<file path="config.mk">
export PLATFORM = sky130hd
export DESIGN_NAME = pts_chunk_sequencer_flat
export DESIGN_NICKNAME = d
export VERILOG_FILES = /design/src/rtl/pts_seq_pkg.sv /design/src/rtl/pts_chunk_sequencer_if.sv /design/src/rtl/flexbyte_pts_sr.sv /design/src/rtl/pts_chunk_sequencer.sv /design/src/flat_wrapper.sv
export SDC_FILE = /design/constraint.sdc
export NUM_CORES = 1
export LEC_CHECK = 0
export BUFFER_PORTS_ARGS = -buffer_cell sky130_fd_sc_hd__buf_2
export CORE_ASPECT_RATIO = 0.9
export CORE_MARGIN = 5
export CORE_UTILIZATION = 30
export DETAILED_ROUTE_END_ITERATION = 10
export PLACE_DENSITY = 0.6
export SYNTH_ARGS = -nofsm -noshare
export SYNTH_HDL_FRONTEND = slang
export SYNTH_SLANG_ARGS = --single-unit
</file>
<file path="constraint.sdc">
create_clock -name clk -period 1.7 [get_ports clk]
set_input_delay 0.17 -clock clk [delete_from_list [all_inputs] [get_ports clk]]
set_output_delay 0.17 -clock clk [all_outputs]
set_load 0.01 [all_outputs]
</file>
<file path="src/rtl/pts_seq_pkg.sv">
// rtl/pts_seq_pkg.sv - shared types and helpers for the chunk sequencer
// Purpose: FSM state type and the chunk-count helper used to size the counter.
package pts_seq_pkg;

    typedef enum logic {
        IDLE   = 1'b0,
        ACTIVE = 1'b1
    } pts_seq_state_t;

    // Number of output chunks carved out of one input word.
    function automatic int chunks(input int num_in, input int num_out);
        return num_in / num_out;
    endfunction

endpackage

</file>
<file path="src/rtl/pts_chunk_sequencer_if.sv">
// rtl/pts_chunk_sequencer_if.sv - word-in / chunk-out handshake bundle
// Purpose: groups the input word stream and output chunk stream.
//   in_data/in_valid/in_ready      : word stream into the sequencer
//   out_data/out_valid/out_ready   : chunk stream out of the sequencer
//   out_last                       : marks the final chunk of a word
// master = producer/consumer side, slave = sequencer side.
interface pts_chunk_sequencer_if #(
    parameter int NUM_BYTES_IN  = 4,
    parameter int NUM_BYTES_OUT = 1
) ();
    logic [NUM_BYTES_IN*8-1:0]  in_data;
    logic                       in_valid;
    logic                       in_ready;
    logic [NUM_BYTES_OUT*8-1:0] out_data;
    logic                       out_valid;
    logic                       out_ready;
    logic                       out_last;

    modport master (
        output in_data, in_valid, out_ready,
        input  in_ready, out_data, out_valid, out_last
    );

    modport slave (
        input  in_data, in_valid, out_ready,
        output in_ready, out_data, out_valid, out_last
    );
endinterface

</file>
<file path="src/rtl/flexbyte_pts_sr.sv">
// rtl/flexbyte_pts_sr.sv - multibyte parallel-to-serial shift register
// Purpose: parallel load of a word, then shift out NUM_BYTES_OUT bytes per step.
// Ports:
//   clk             clock
//   n_rst           async active-low reset, clears the register
//   i_load_enable   load i_parallel_in (wins over shift)
//   i_shift_enable  advance to the next chunk
//   i_parallel_in   word to load
//   o_serial_out    current chunk (top chunk when MSB=1, bottom chunk when MSB=0)
module flexbyte_pts_sr #(
    parameter int MSB           = 1,
    parameter int NUM_BYTES_IN  = 4,
    parameter int NUM_BYTES_OUT = 1
) (
    input  logic                       clk,
    input  logic                       n_rst,
    input  logic                       i_load_enable,
    input  logic                       i_shift_enable,
    input  logic [NUM_BYTES_IN*8-1:0]  i_parallel_in,
    output logic [NUM_BYTES_OUT*8-1:0] o_serial_out
);
    localparam int IW = NUM_BYTES_IN * 8;
    localparam int OW = NUM_BYTES_OUT * 8;

    logic [IW-1:0] r_sr;

    always_ff @(posedge clk or negedge n_rst) begin
        if (!n_rst) begin
            r_sr <= '0;
        end else if (i_load_enable) begin
            r_sr <= i_parallel_in;
        end else if (i_shift_enable) begin
            r_sr <= (MSB != 0) ? (r_sr << OW) : (r_sr >> OW);
        end
    end

    generate
        if (MSB != 0) begin : g_msb
            assign o_serial_out = r_sr[IW-1 -: OW];
        end else begin : g_lsb
            assign o_serial_out = r_sr[OW-1:0];
        end
    endgenerate
endmodule

</file>
<file path="src/rtl/pts_chunk_sequencer.sv">
// rtl/pts_chunk_sequencer.sv - transmit-side sequencer around flexbyte_pts_sr
// Purpose: accepts words, buffers one in a holding register, loads the shift
// register and presents each chunk with valid/ready and a last marker.
// Ports:
//   clk      clock
//   rst      async active-high reset
//   bus      word-in / chunk-out handshakes (slave modport)
//   i_abort  synchronous flush of all pending data
//   o_busy   a word is being emitted or waiting in the holding register
module pts_chunk_sequencer
    import pts_seq_pkg::*;
#(
    parameter int MSB           = 1,
    parameter int NUM_BYTES_IN  = 4,
    parameter int NUM_BYTES_OUT = 1
) (
    input  logic                  clk,
    input  logic                  rst,
    pts_chunk_sequencer_if.slave  bus,
    input  logic                  i_abort,
    output logic                  o_busy
);
    localparam int CHUNKS = chunks(NUM_BYTES_IN, NUM_BYTES_OUT);
    localparam int CW     = (CHUNKS < 2) ? 1 : $clog2(CHUNKS);
    localparam logic [CW-1:0] LAST_CNT = CW'(CHUNKS - 1);

    generate
        if ((NUM_BYTES_IN % NUM_BYTES_OUT) != 0 || CHUNKS < 2) begin : g_bad_cfg
            $fatal(1, "pts_chunk_sequencer: NUM_BYTES_IN must be a multiple (>=2x) of NUM_BYTES_OUT");
        end
    endgenerate

    pts_seq_state_t            r_state;
    pts_seq_state_t            w_state_nxt;
    logic [CW-1:0]             r_cnt;
    logic [CW-1:0]             w_cnt_nxt;
    logic [NUM_BYTES_IN*8-1:0] r_hold_data;
    logic                      r_hold_valid;
    logic                      w_accept;
    logic                      w_hs;
    logic                      w_load;
    logic                      w_shift;
    logic                      w_n_rst;

    assign bus.in_ready  = ~r_hold_valid & ~i_abort;
    assign w_accept      = bus.in_valid & bus.in_ready;
    assign bus.out_valid = (r_state == ACTIVE);
    assign bus.out_last  = (r_state == ACTIVE) && (r_cnt == LAST_CNT);
    assign w_hs          = (r_state == ACTIVE) & bus.out_ready;
    assign o_busy        = (r_state == ACTIVE) | r_hold_valid;
    assign w_n_rst       = ~rst;

    always_ff @(posedge clk or posedge rst) begin
        if (rst) begin
            r_state <= IDLE;
            r_cnt   <= '0;
        end else begin
            r_state <= w_state_nxt;
            r_cnt   <= w_cnt_nxt;
        end
    end

    // Abort overrides everything; otherwise the final-chunk handshake either
    // reloads straight from the holding register (no idle gap) or goes idle.
    always_comb begin
        w_state_nxt = r_state;
        w_cnt_nxt   = r_cnt;
        w_load      = 1'b0;
        w_shift     = 1'b0;
        if (i_abort) begin
            w_state_nxt = IDLE;
            w_cnt_nxt   = '0;
        end else begin
            case (r_state)
                IDLE: begin
                    if (r_hold_valid) begin
                        w_load      = 1'b1;
                        w_cnt_nxt   = '0;
                        w_state_nxt = ACTIVE;
                    end
                end
                ACTIVE: begin
                    if (w_hs) begin
                        if (r_cnt != LAST_CNT) begin
                            w_shift   = 1'b1;
                            w_cnt_nxt = r_cnt + 1'b1;
                        end else if (r_hold_valid) begin
                            w_load    = 1'b1;
                            w_cnt_nxt = '0;
                        end else begin
                            w_state_nxt = IDLE;
                            w_cnt_nxt   = '0;
                        end
                    end
                end
                default: begin
                    w_state_nxt = IDLE;
                    w_cnt_nxt   = '0;
                end
            endcase
        end
    end

    // Accept and load never coincide: accept needs the hold empty, load needs it full.
    always_ff @(posedge clk or posedge rst) begin
        if (rst) begin
            r_hold_data  <= '0;
            r_hold_valid <= 1'b0;
        end else if (i_abort) begin
            r_hold_valid <= 1'b0;
        end else if (w_accept) begin
            r_hold_data  <= bus.in_data;
            r_hold_valid <= 1'b1;
        end else if (w_load) begin
            r_hold_valid <= 1'b0;
        end
    end

    flexbyte_pts_sr #(
        .MSB           (MSB),
        .NUM_BYTES_IN  (NUM_BYTES_IN),
        .NUM_BYTES_OUT (NUM_BYTES_OUT)
    ) u_sr (
        .clk            (clk),
        .n_rst          (w_n_rst),
        .i_load_enable  (w_load),
        .i_shift_enable (w_shift),
        .i_parallel_in  (r_hold_data),
        .o_serial_out   (bus.out_data)
    );
endmodule

</file>
<file path="src/flat_wrapper.sv">
// flat-port wrapper written by rule: the top's interface ports become plain ports
module pts_chunk_sequencer_flat import pts_seq_pkg::*;
#(
    parameter int MSB           = 1,
    parameter int NUM_BYTES_IN  = 4,
    parameter int NUM_BYTES_OUT = 1
)
  (clk, rst, i_abort, o_busy, bus_in_data, bus_in_valid, bus_out_ready, bus_in_ready, bus_out_data, bus_out_valid, bus_out_last);
  pts_chunk_sequencer_if #(.NUM_BYTES_IN(NUM_BYTES_IN), .NUM_BYTES_OUT(NUM_BYTES_OUT)) bus_i ();
  input  logic clk;
  input  logic rst;
  input  logic i_abort;
  output logic o_busy;
  input wire logic [$bits(bus_i.in_data)-1:0] bus_in_data;
  input wire logic [$bits(bus_i.in_valid)-1:0] bus_in_valid;
  input wire logic [$bits(bus_i.out_ready)-1:0] bus_out_ready;
  output wire logic [$bits(bus_i.in_ready)-1:0] bus_in_ready;
  output wire logic [$bits(bus_i.out_data)-1:0] bus_out_data;
  output wire logic [$bits(bus_i.out_valid)-1:0] bus_out_valid;
  output wire logic [$bits(bus_i.out_last)-1:0] bus_out_last;
  assign bus_i.in_data = bus_in_data;
  assign bus_i.in_valid = bus_in_valid;
  assign bus_i.out_ready = bus_out_ready;
  assign bus_in_ready = bus_i.in_ready;
  assign bus_out_data = bus_i.out_data;
  assign bus_out_valid = bus_i.out_valid;
  assign bus_out_last = bus_i.out_last;
  pts_chunk_sequencer #(.MSB(MSB), .NUM_BYTES_IN(NUM_BYTES_IN), .NUM_BYTES_OUT(NUM_BYTES_OUT)) u_core (.clk(clk), .rst(rst), .bus(bus_i), .i_abort(i_abort), .o_busy(o_busy));
endmodule
</file>
Yosys cells after proc, flatten, opt, wreduce, memory -nomap -nowiden:

Index checks and enable logic that the tools add are counted.

* bitwise gates (word level): 7
* mux-type cells: 23
* reduce and logical (&&, ||, !) cells: 5
* $add $sub $neg: 1
* eq/ne operators: 4

Operator list (count)
* 32-bit two-way mux: 2
* 1-bit two-way mux: 14
* 2-bit two-way mux: 4
* 1-bit one-hot mux with 2 select lines: 2
* 2-bit one-hot mux with 2 select lines: 1
* 2-bit AND reduction: 2
* 1-bit AND: 3
* 3-bit by 2-bit != test with 1-bit output (second input constant): 1
* 3-bit != test (second input constant): 1
* 1-bit inverter: 3
* 3-bit nonzero test: 1
* 2-bit by 1-bit adder with 2-bit output (second input constant): 1
* 2-bit == test (second input constant): 1
* 2-bit != test (second input constant): 1
* 2-bit nonzero test: 1
* 1-bit logical AND: 1
* 1-bit OR: 1

* logic and storage cells: 45
* register bits: 68
* output and inout bits: 12
* input bits: 37

Longest topological paths before layout:

Gate-level depths: netlist (run 1).

* depth in word-level cells: 8
* gate-level depth with buffers: 7
* mapped depth without buffers: 4

Hierarchy:

A second synthesis (run 1) with hierarchy kept.

* cell total of the unflattened synthesis: 241
* area total of the unflattened synthesis: 3012.9 um^2

Modules (own cells, without submodules)
* flexbyte_pts_sr: sequential area each 800.8 um^2, cells each 147, area each 1547.7 um^2, instances 1
* pts_chunk_sequencer: sequential area each 900.9 um^2, cells each 94, area each 1465.2 um^2, instances 1

Worst setup path after synthesis (run 1):

Ideal clock, no wire load.

* path kind: register -> register
* from: reg u_core.r_cnt[0]
* to: reg u_core.u_sr.r_sr[20]
* stages on the path, launching flop included: 6
* buffers on the path: 1
* slack: -4 ps
* setup time: 125 ps
* arrival: 1579 ps
* required time: 1575 ps
* period minus slack after synthesis: 1704 ps
* path through: dfrtp_1 -> ha_1 -> and4bb_2 -> buf_4 -> mux2_2 -> mux2_2

* cells in the longest elaborated chain, start to end: 6
* elaborated cells on any way between the ends: 11
* classes of those cells: 1 x eq/ne; 9 x mux; 1 x reduce/logical

Ends and longest elaborated chain
* start: declaration: RTL line pts_chunk_sequencer.sv:35 `logic [CW-1:0] r_cnt;`
* start signal: assignment: RTL line pts_chunk_sequencer.sv:59 `r_cnt <= w_cnt_nxt;`
* 2-bit != test (*): RTL line pts_chunk_sequencer.sv:84 `if (r_cnt != LAST_CNT) begin`
* 1-bit two-way mux: RTL line pts_chunk_sequencer.sv:84
* 1-bit two-way mux: RTL line pts_chunk_sequencer.sv:83 `if (w_hs) begin`
* 1-bit one-hot mux with 2 select lines / 1-bit two-way mux (equally long branches): RTL line pts_chunk_sequencer.sv:74 `case (r_state)`
* 1-bit two-way mux: RTL line pts_chunk_sequencer.sv:70 `if (i_abort) begin`
* 32-bit two-way mux / 2-bit nonzero test (equally long branches)
* end signal: assignment: RTL line flexbyte_pts_sr.sv:31 `r_sr <= i_parallel_in;`
* end signal: assignment: RTL line flexbyte_pts_sr.sv:33 `r_sr <= (MSB != 0) ? (r_sr << OW) : (r_sr >> OW);`
* end: declaration: RTL line flexbyte_pts_sr.sv:25 `logic [IW-1:0] r_sr;`

Mark *: on every way between the ends. The rest lies on a longest branch, timed or not.
A chain may end at the register's enable or synchronous reset.

Worst setup path in the final report (run 1):

* from: reg u_core.r_cnt[1]
* to: reg u_core.u_sr.r_sr[22]

Same word-level chain as after synthesis.

==> summary by stage, run 1 <==
Cells and area
The layout net count is ~320. The final antenna diode count is 0. The multi-input combinational cells in the finished layout cover a total of 1140 um2.

The synthesis-to-layout area growth is 21.3%. The count of fill cells added during filler insertion is about 970. Summing all flip-flop and latch instances after layout gives about 1700 um2. In the final layout, the share of cells above drive strength 1 is 0.430. The count of placed standard cells in the final layout, fillers left out is around 410.

GRT
The largest net degree at the start of global routing is just under 70. The first global-routing pass estimated 10.0 mm of wire. The number of global-route vias before repair is 1972. The remaining global-route overflow is 0. The initial antenna violation count is 0. For this run, the total global-route usage over all layers was measured as 0.105.

STA
The period utilization is 0.986. Setup repair after global routing could not meet its margin everywhere. The fmax is between 0.5 and 0.6 GHz. The worst-case clock skew is between 0.004 and 0.005 ns. The final max-slew violation count came to 0. For the pin with the worst max-slew slack, the measured transition is between 0.3 and 0.4 ns. Once routing completed, OpenROAD measured the worst setup slack at 0.0230 ns.

Setup violations remaining at the end of the flow were counted as 0. The clock period could shrink to between 1.5 and 2 ns. Headroom to the max-slew limit came out at 0.765. The hold violation total from the final report came to 0.

Synthesis
dfrtp_1 takes more of the synthesized area than any other cell. The synthesized design contains 0 enable-type register cells. The flip-flop and latch count after synthesis is just under 70. The count of distinct cell types in the synthesized netlist is 25. The post-synthesis xor/xnor area fraction is 0. Of the total synthesized cell area, the portion taken by full adders, half adders and majority gates is 0.00420. The post-synthesis async set-or-reset flop share is 1.00. The main combinational cell family by area after synthesis is multiplexers.

Among all flip-flop cells after synthesis, the most frequent one is dfrtp_1. The compound-gate portion of the synthesized area is 0.0735. dfrtp_1 is the most common cell in the netlist. Of the total synthesized cell area, the portion taken by AND, OR, NAND and NOR gates is 0.0932. The synthesized netlist occupies a cell area of a little under 3000 um2. The synthesized netlist net count is 270. The share of the Yosys chip area taken by registers is 0.571. The top-area cell type share of the netlist area is 0.571. By count the netlist is led by dfrtp_1, mux2_2, nand3_1, o21ai_0, mux2i_1. The mean area per synthesized cell is between 10 and 15 um2.

Synthesis produced about 230 cells. The share of cell area taken by muxes after synthesis is 0.202. During synthesis, Yosys emitted a total of 0 warnings. By area the synthesized netlist is led by dfrtp_1, mux2_2, mux2i_1.

Floorplanning
The core area is about 9700 um2. During I/O placement, the number of pins put on the boundary was 49. The die height is roughly 100 um.

The die boundary width is 115 um. For this configuration, the core starts out at a cell density of 0.307. The standard-cell row count is 34. The floorplan die area is 12000 um2.

Pwr
The leakage power summed over all cells is approximately 1.6 nW. The switching power as a share of total power is 0.261. The maximum VDD drop is just over 0.0005 V.

The share of total power dissipated in combinational logic is 0.165. The design draws about 4.5 mW. The power share of the clock group is 0.337.

The internal portion of total power is 3.33 mW. The power share of the sequential group is 0.498. The switching component of the power is roughly 1.2 mW. The power per standard cell area is between 1000 and 1500 nW/um2.

Route
The wire length after detailed routing is 5.93 mm. The number of vias per cell after detailed routing is between 4 and 5. The initial detailed-routing violation count is between 80 and 90. In the routed design, unresolved DRC markers number 0.

The number of iterations in the first detailed-routing pass is 4. The number of nets still failing antenna checks after routing is 0. The total vias in the final route is around 1900. The mean routed wirelength per cell is about 14 um.

Clock network
The buffer cell driving the clock tree root is clkbuf_8. After clock tree synthesis, the clock-pin slew on the worst setup and hold paths is about 0.07 ns. TritonCTS built the clock tree. CTS saw between 60 and 70 sinks.

The later-pin clock latency in the skew report is about 0.34 ns. The H-tree was split into 3 levels. The clock passes through at most 2 buffers. In this run, CTS created clock tree buffers numbering 9.

Setup path
The kind of end point of the critical path is a flip-flop. The cell at the slowest stage of the critical path is dfrtp_1. The type of origin of the critical path is a flip-flop. Walking the worst path, the cells encountered are ha_4 -> and4bb_4 -> mux2_2 -> mux2_2.

The top fanout value on the critical path is 5. By instance count, the cell type seen most on the critical path is mux2_2. The endpoint required time on the critical path is between 1.5 and 2 ns. Tracing the worst setup path back leads to its startpoint at u_core.r_cnt[1]$_DFFE_PP0P_. On the worst path, the slowest cell contributes a delay of 0.42 ns. STA puts the critical path data arrival time at 1.90 ns. The critical register-to-register path startpoint is u_core.r_cnt[1]$_DFFE_PP0P_. The startpoint-to-endpoint class of the critical path is flip-flop to flip-flop.

Place
The post-placement setup slack is -0.107 ns. The weighted congestion at the end of routability-driven global placement is roughly 0.68. After legalization and detailed placement, the total HPWL measured a little under 4 mm.

In this run, placement finished with an instance count of 393. Buffers placed on the I/O ports in this run total 48.

Hold path
The worst hold path begins at bus_in_data[31]. The min-delay analysis places its worst path in the category primary input to flip-flop.

Status
The flow ran to the end, and the final reports show no timing, DRC or antenna violations.

Run
Across the run, the number of max-cap violations was 0.
## metal layers
layer | routed length, um | global-route usage | vias up | part of all wire
met3 | 358 | 0.0318 | 5 | 0.060
met1 | 2980 | 0.156 | 904 | 0.50
met2 | 2510 | 0.144 | 56 | 0.42
li1 | - | - | 928 | -
met4 | 80 | 0.0402 | 0 | 0.013
met5 | 0 | 0 | - | 0
## stage by stage
stage                     TNS, ns  cell area, um2  hold WS, ns  utilization
final                           0            3610       0.0558        0.372
after global routing      -0.0761            3610       0.0402        0.372
after CTS                       0            3590       0.0352        0.371
after detailed placement    -1.23            3330        0.304        0.344
after global placement     -0.470            3330        0.299        0.344
after floorplan                 0            2990        0.236            -
## sequential cells by signal (all words and copies together) (netlist names)
name	flops
u_core.r_hold_data	32
u_core.r_hold_valid	1
u_core.bus.out_valid	1
u_core.u_sr.r_sr	32
u_core.r_cnt	2
## cells by family after synthesis
family | count (synthesis)
flops | 68
buf+inv | 26
compound gates | 33
fa+ha+maj | 1
simple gates | 49
mux | 55
## worst max-delay path, delay by kind of cell, from the launching register on
kind | cells | cell delay [ns]
mux | 2 | 0.61
flops | 1 | 0.42
simple gates | 1 | 0.35
fa+ha+maj | 1 | 0.19
## timing repair
| item | CTS | global route |
|---|---|---|
| cloned | 1 | 0 |
| pin swaps | 1 | 0 |
| hold buffers | 1 | 0 |
| gates resized for setup | 2 | 1 |
| endpoints found under the hold margin | 68 | 0 |
| endpoints found under the setup margin | 27 | 7 |
| setup buffers | 0 | 1 |
## area by class of cell
type | instances | share of cell area
inverter | 2 | 0.00312
clock buffer | 10 | 0.0381
sequential | 68 | 0.471
clock inverter | 6 | 0.0263
multi-input combinational | 139 | 0.316
tap | 126 | 0.0436
timing repair buffer | 61 | 0.102
## worst paths after layout
| check | slack, ns | cells after the start | to |
|---|---|---|---|
| hold / removal | 0.06 | 2 | u_core.r_hold_data[31]$_DFFE_PP0P_ |
| setup / recovery | 0.02 | 4 | u_core.u_sr.r_sr[22]$_DFFE_PP0P_ |
| hold reg to reg | 0.50 | 1 | u_core.r_hold_data[31]$_DFFE_PP0P_ |
| max in group asynchronous | 0.94 | 4 | u_core.u_sr.r_sr[31]$_DFFE_PP0P_ |
| min in group asynchronous | 0.49 | 4 | u_core.r_hold_data[14]$_DFFE_PP0P_ |
| setup reg to reg | 0.02 | 4 | u_core.u_sr.r_sr[22]$_DFFE_PP0P_ |
## power groups by stage
stage	Combinational (mW)	Clock [mW]	Sequential, mW
final	0.744	1.52	2.24
after global routing	0.842	1.63	2.30
after CTS	0.761	1.58	2.24
after detailed placement	0.754	0	2.28
after global placement	0.732	0	2.26
after floorplan	0.640	0	2.19
## cells in the final DEF (no fill, tap or decap), drive strengths merged
master        n
clkinvlp      1
inv           3
buf          60
a21bo         1
a21oi         2
clkinv        2
nor4bb        1
and2         11
a21boi        1
ha            1
clkbuf       10
o21ai        20
dfrtp        68
nor2          7
nand2b        8
nand3        20
a22oi         1
mux2         41
a221o         8
and2b         1
dlygate4sd3   1
and4bb        2
mux2i        14
bufinv        2
Note: power is estimated with default switching activity, not from simulation.
==> run 2: changes to the inputs <==
Settings changed: CORE_UTILIZATION 30 to 47, PLACE_DENSITY 0.6 to 0.81.
==> summary by stage, run 2 (synthesized netlist as in run 1, its figures left out) <==
Status
The run finished, with violations left. The final reports fail on negative setup slack.

STA
The hold violation total from the final report is 0 (unchanged). The worst slack on hold paths is 0.0519 ns (-0.00386 ns). The final critical-path setup slack is -0.000285 ns (-0.0233 ns). The period utilization is 1.00 (+0.0137). The final period demand of the worst path is 1.70 ns (+0.0233 ns). The number of setup violations in the final report is 1 (+1). Setup repair after global routing could not meet its margin everywhere.

The worst relative slew slack was 0.763 (-0.00217). The worst-case clock skew is 0.00358 ns (-0.00137 ns). The final max-slew violation count is 0 (unchanged). The fmax came to 0.588 GHz (-1.4%). The slew of the pin with the lowest slew margin is 0.355 ns (+0.00325 ns).

Setup path
The kind of end point of the critical path is a flip-flop. The critical path goes through ha_4 -> and4bb_4 -> mux2_2 -> mux2_2. The critical path arrival came to 1.93 ns (+0.03 ns).

STA classifies the critical path startpoint as a flip-flop. The cell family contributing the most delay on the critical path is multiplexers. The slowest stage of the critical path belongs to the cell dfrtp_1. The stage delay of the slowest cell on the critical path is 0.42 ns (about the same).

The top fanout value on the critical path came to 6 (+1). The worst path buffer plus inverter count is 0 (unchanged). The most numerous cell on the critical path is mux2_2.

The endpoint required time on the critical path was 1.93 ns (about the same). The startpoint-to-endpoint class of the critical path is flip-flop to flip-flop.

Route
The number of vias per cell after detailed routing is 5.05 (+9.9%). The number of iterations in the first detailed-routing pass is 4 (unchanged). The number of nets still failing antenna checks after routing is 0 (unchanged). The final routed DRC violation total is 0 (unchanged). The wire length after detailed routing was 5.75 mm (-3.1%). The initial detailed-routing violation count is 92 (+5.7%).

The total vias in the final route is 1874 (-1.0%). The mean routed wirelength per cell is 15.5 um (+7.6%).

Floorplanning
The starting density of the core came to 0.485 (+0.177). The core area was 6150 um2 (-37%). The die height is 85.5 um (-18%). The total I/O pin count is 49 (unchanged). The die boundary width was 93.9 um (-18%). The floorplan die area is 8030 um2 (-33%). The standard-cell row count is 27 (-21%).

Clock network
The buffer cell driving the clock tree root is clkbuf_8. The number of buffers created by CTS is 9 (unchanged). The TritonCTS clock tree is done.

The maximum level of the CTS H-tree was 3 (unchanged). The clock sink count is 68 (unchanged). The later-pin clock latency in the skew report is 0.34 ns (about the same). The worst-case clock buffer depth is 2 (unchanged). The clock transition at the registers of the reported paths is 0.07 ns (about the same).

Place
The weighted congestion at the end of routability-driven global placement was 0.742 (+8.5%). The HPWL after detailed placement is 3.67 mm (-6.3%). The number of buffers added on ports is 48 (unchanged).

GRT
The initial antenna violation count came to 0 (unchanged). The largest net degree at the start of global routing is 69 (unchanged). The wire length of the first global-routing pass is 9.58 mm (-4.3%). The number of global-route vias before repair is 1966 (-0.30%). The overall routing resource usage is 0.154 (+0.0482). The remaining global-route overflow is 0 (unchanged).

Cells and area
The combined flip-flop and latch cell area was 1700 um2 (unchanged). In the layout the commonest cells are dfrtp_1, buf_2, mux2_2. The largest registers in the layout are u_core.r_hold_data: 32 flops, u_core.u_sr.r_sr: 32 flops, u_core.r_cnt: 2 flops.

The library cell used most frequently in the layout, excluding fill and tap cells, is dfrtp_1. The final antenna diode count was 0 (unchanged). The layout net count is 317 (-0.63%). The synthesis-to-layout area growth is 18.7%.

The fraction of layout cells with a size suffix above 1 is 0.426 (-0.00401). The count of fill cells added during filler insertion is 537 (-45%). The area used by multi-input combinational logic is 1150 um2 (+0.77%).

Pwr
The power per standard cell area is 1250 nW/um2 (+0.27%). The total power of the final layout was 4.42 mW (-1.9%). The maximum VDD drop came to 0.000587 V (+13%). The leakage power summed over all cells is 1.57 nW (-1.2%).

Hold path
The path class of the tightest hold or removal check is primary input to flip-flop.

Run
The max capacitance violation total was 0 (unchanged).
==> run 2: cell types whose count changed in the layout (fill, tap and decap cells not counted) <==
cell,previous run,this run
clkinv_2,0,3
clkinvlp_4,1,2
buf_4,9,6
buf_6,1,0
and2_4,1,2
clkbuf_8,10,9
buf_8,0,1
inv_6,2,0
clkinv_4,2,1
==> run 2: layout make-up <==
cell class,instances,share of cell area
repair buffers,58,0.0991
flip-flops and latches,68,0.481
multi-input cells,140,0.325
well taps,87,0.0308
clock inverters,7,0.0258
clock buffers,9,0.0350
inverters,2,0.00318
==> run 2: per-layer routing <==
metal,vias up,share of wire,track usage
met3,5,0.059,0.0579
li1,916,-,-
met4,0,0.013,0.0551
met5,-,0,0
met1,899,0.50,0.220
met2,54,0.43,0.213
==> run 2: path summary, 6_finish.rpt <==
kind | start | endpoint | slack [ns] | cells after the start
worst max-delay path | u_core.r_cnt[1]$_DFFE_PP0P_ | u_core.u_sr.r_sr[22]$_DFFE_PP0P_ | -0.0003 | 4
worst min-delay path | bus_in_data[0] | u_core.r_hold_data[0]$_DFFE_PP0P_ | 0.05 | 2
worst max register to register | u_core.r_cnt[1]$_DFFE_PP0P_ | u_core.u_sr.r_sr[22]$_DFFE_PP0P_ | -0.0003 | 4
worst min register to register | u_core.r_hold_data[20]$_DFFE_PP0P_ | u_core.u_sr.r_sr[20]$_DFFE_PP0P_ | 0.50 | 1
max in group asynchronous | rst | u_core.r_hold_data[27]$_DFFE_PP0P_ | 0.96 | 4
min in group asynchronous | rst | u_core.r_cnt[1]$_DFFE_PP0P_ | 0.46 | 4
==> run 2: through the flow <==
| stage | instance area, um2 | util | worst slack (ns) | TNS [ns] | std cells |
|---|---|---|---|---|---|
| after global routing | 3540 | 0.575 | -0.0374 | -0.166 | 371 |
| after floorplan | 2990 | - | 0.0339 | 0 | 232 |
| after CTS | 3510 | 0.571 | 0.000911 | 0 | 370 |
| after detailed placement | 3270 | 0.532 | -0.104 | -1.36 | 352 |
| final | 3540 | 0.575 | -0.000285 | -0.000285 | 371 |
| after global placement | 3270 | 0.532 | -0.0506 | -0.535 | 352 |
==> run 2: report_power, final <==
| group | switching (mW) | total (mW) | internal, mW |
|---|---|---|---|
| Sequential | 0.225 | 2.24 | 2.02 |
| Clock | 0.604 | 1.42 | 0.819 |
| Combinational | 0.321 | 0.754 | 0.433 |
| Total | 1.15 | 4.42 | 3.27 |
==> run 2: what timing repair did <==
item	in CTS	in global routing
buffers inserted	0	0
endpoints found under the setup margin	28	14
hold endpoints to repair	68	0
hold buffers	1	0
pin swaps	1	0
resized for setup	2	3
gates cloned	1	1
==> run 2: worst reg2reg max path, stage by stage (launching register included) <==
cell      delay [ns]
dfrtp_1         0.42
ha_4            0.19
and4bb_4        0.36
mux2_2          0.35
mux2_2          0.26
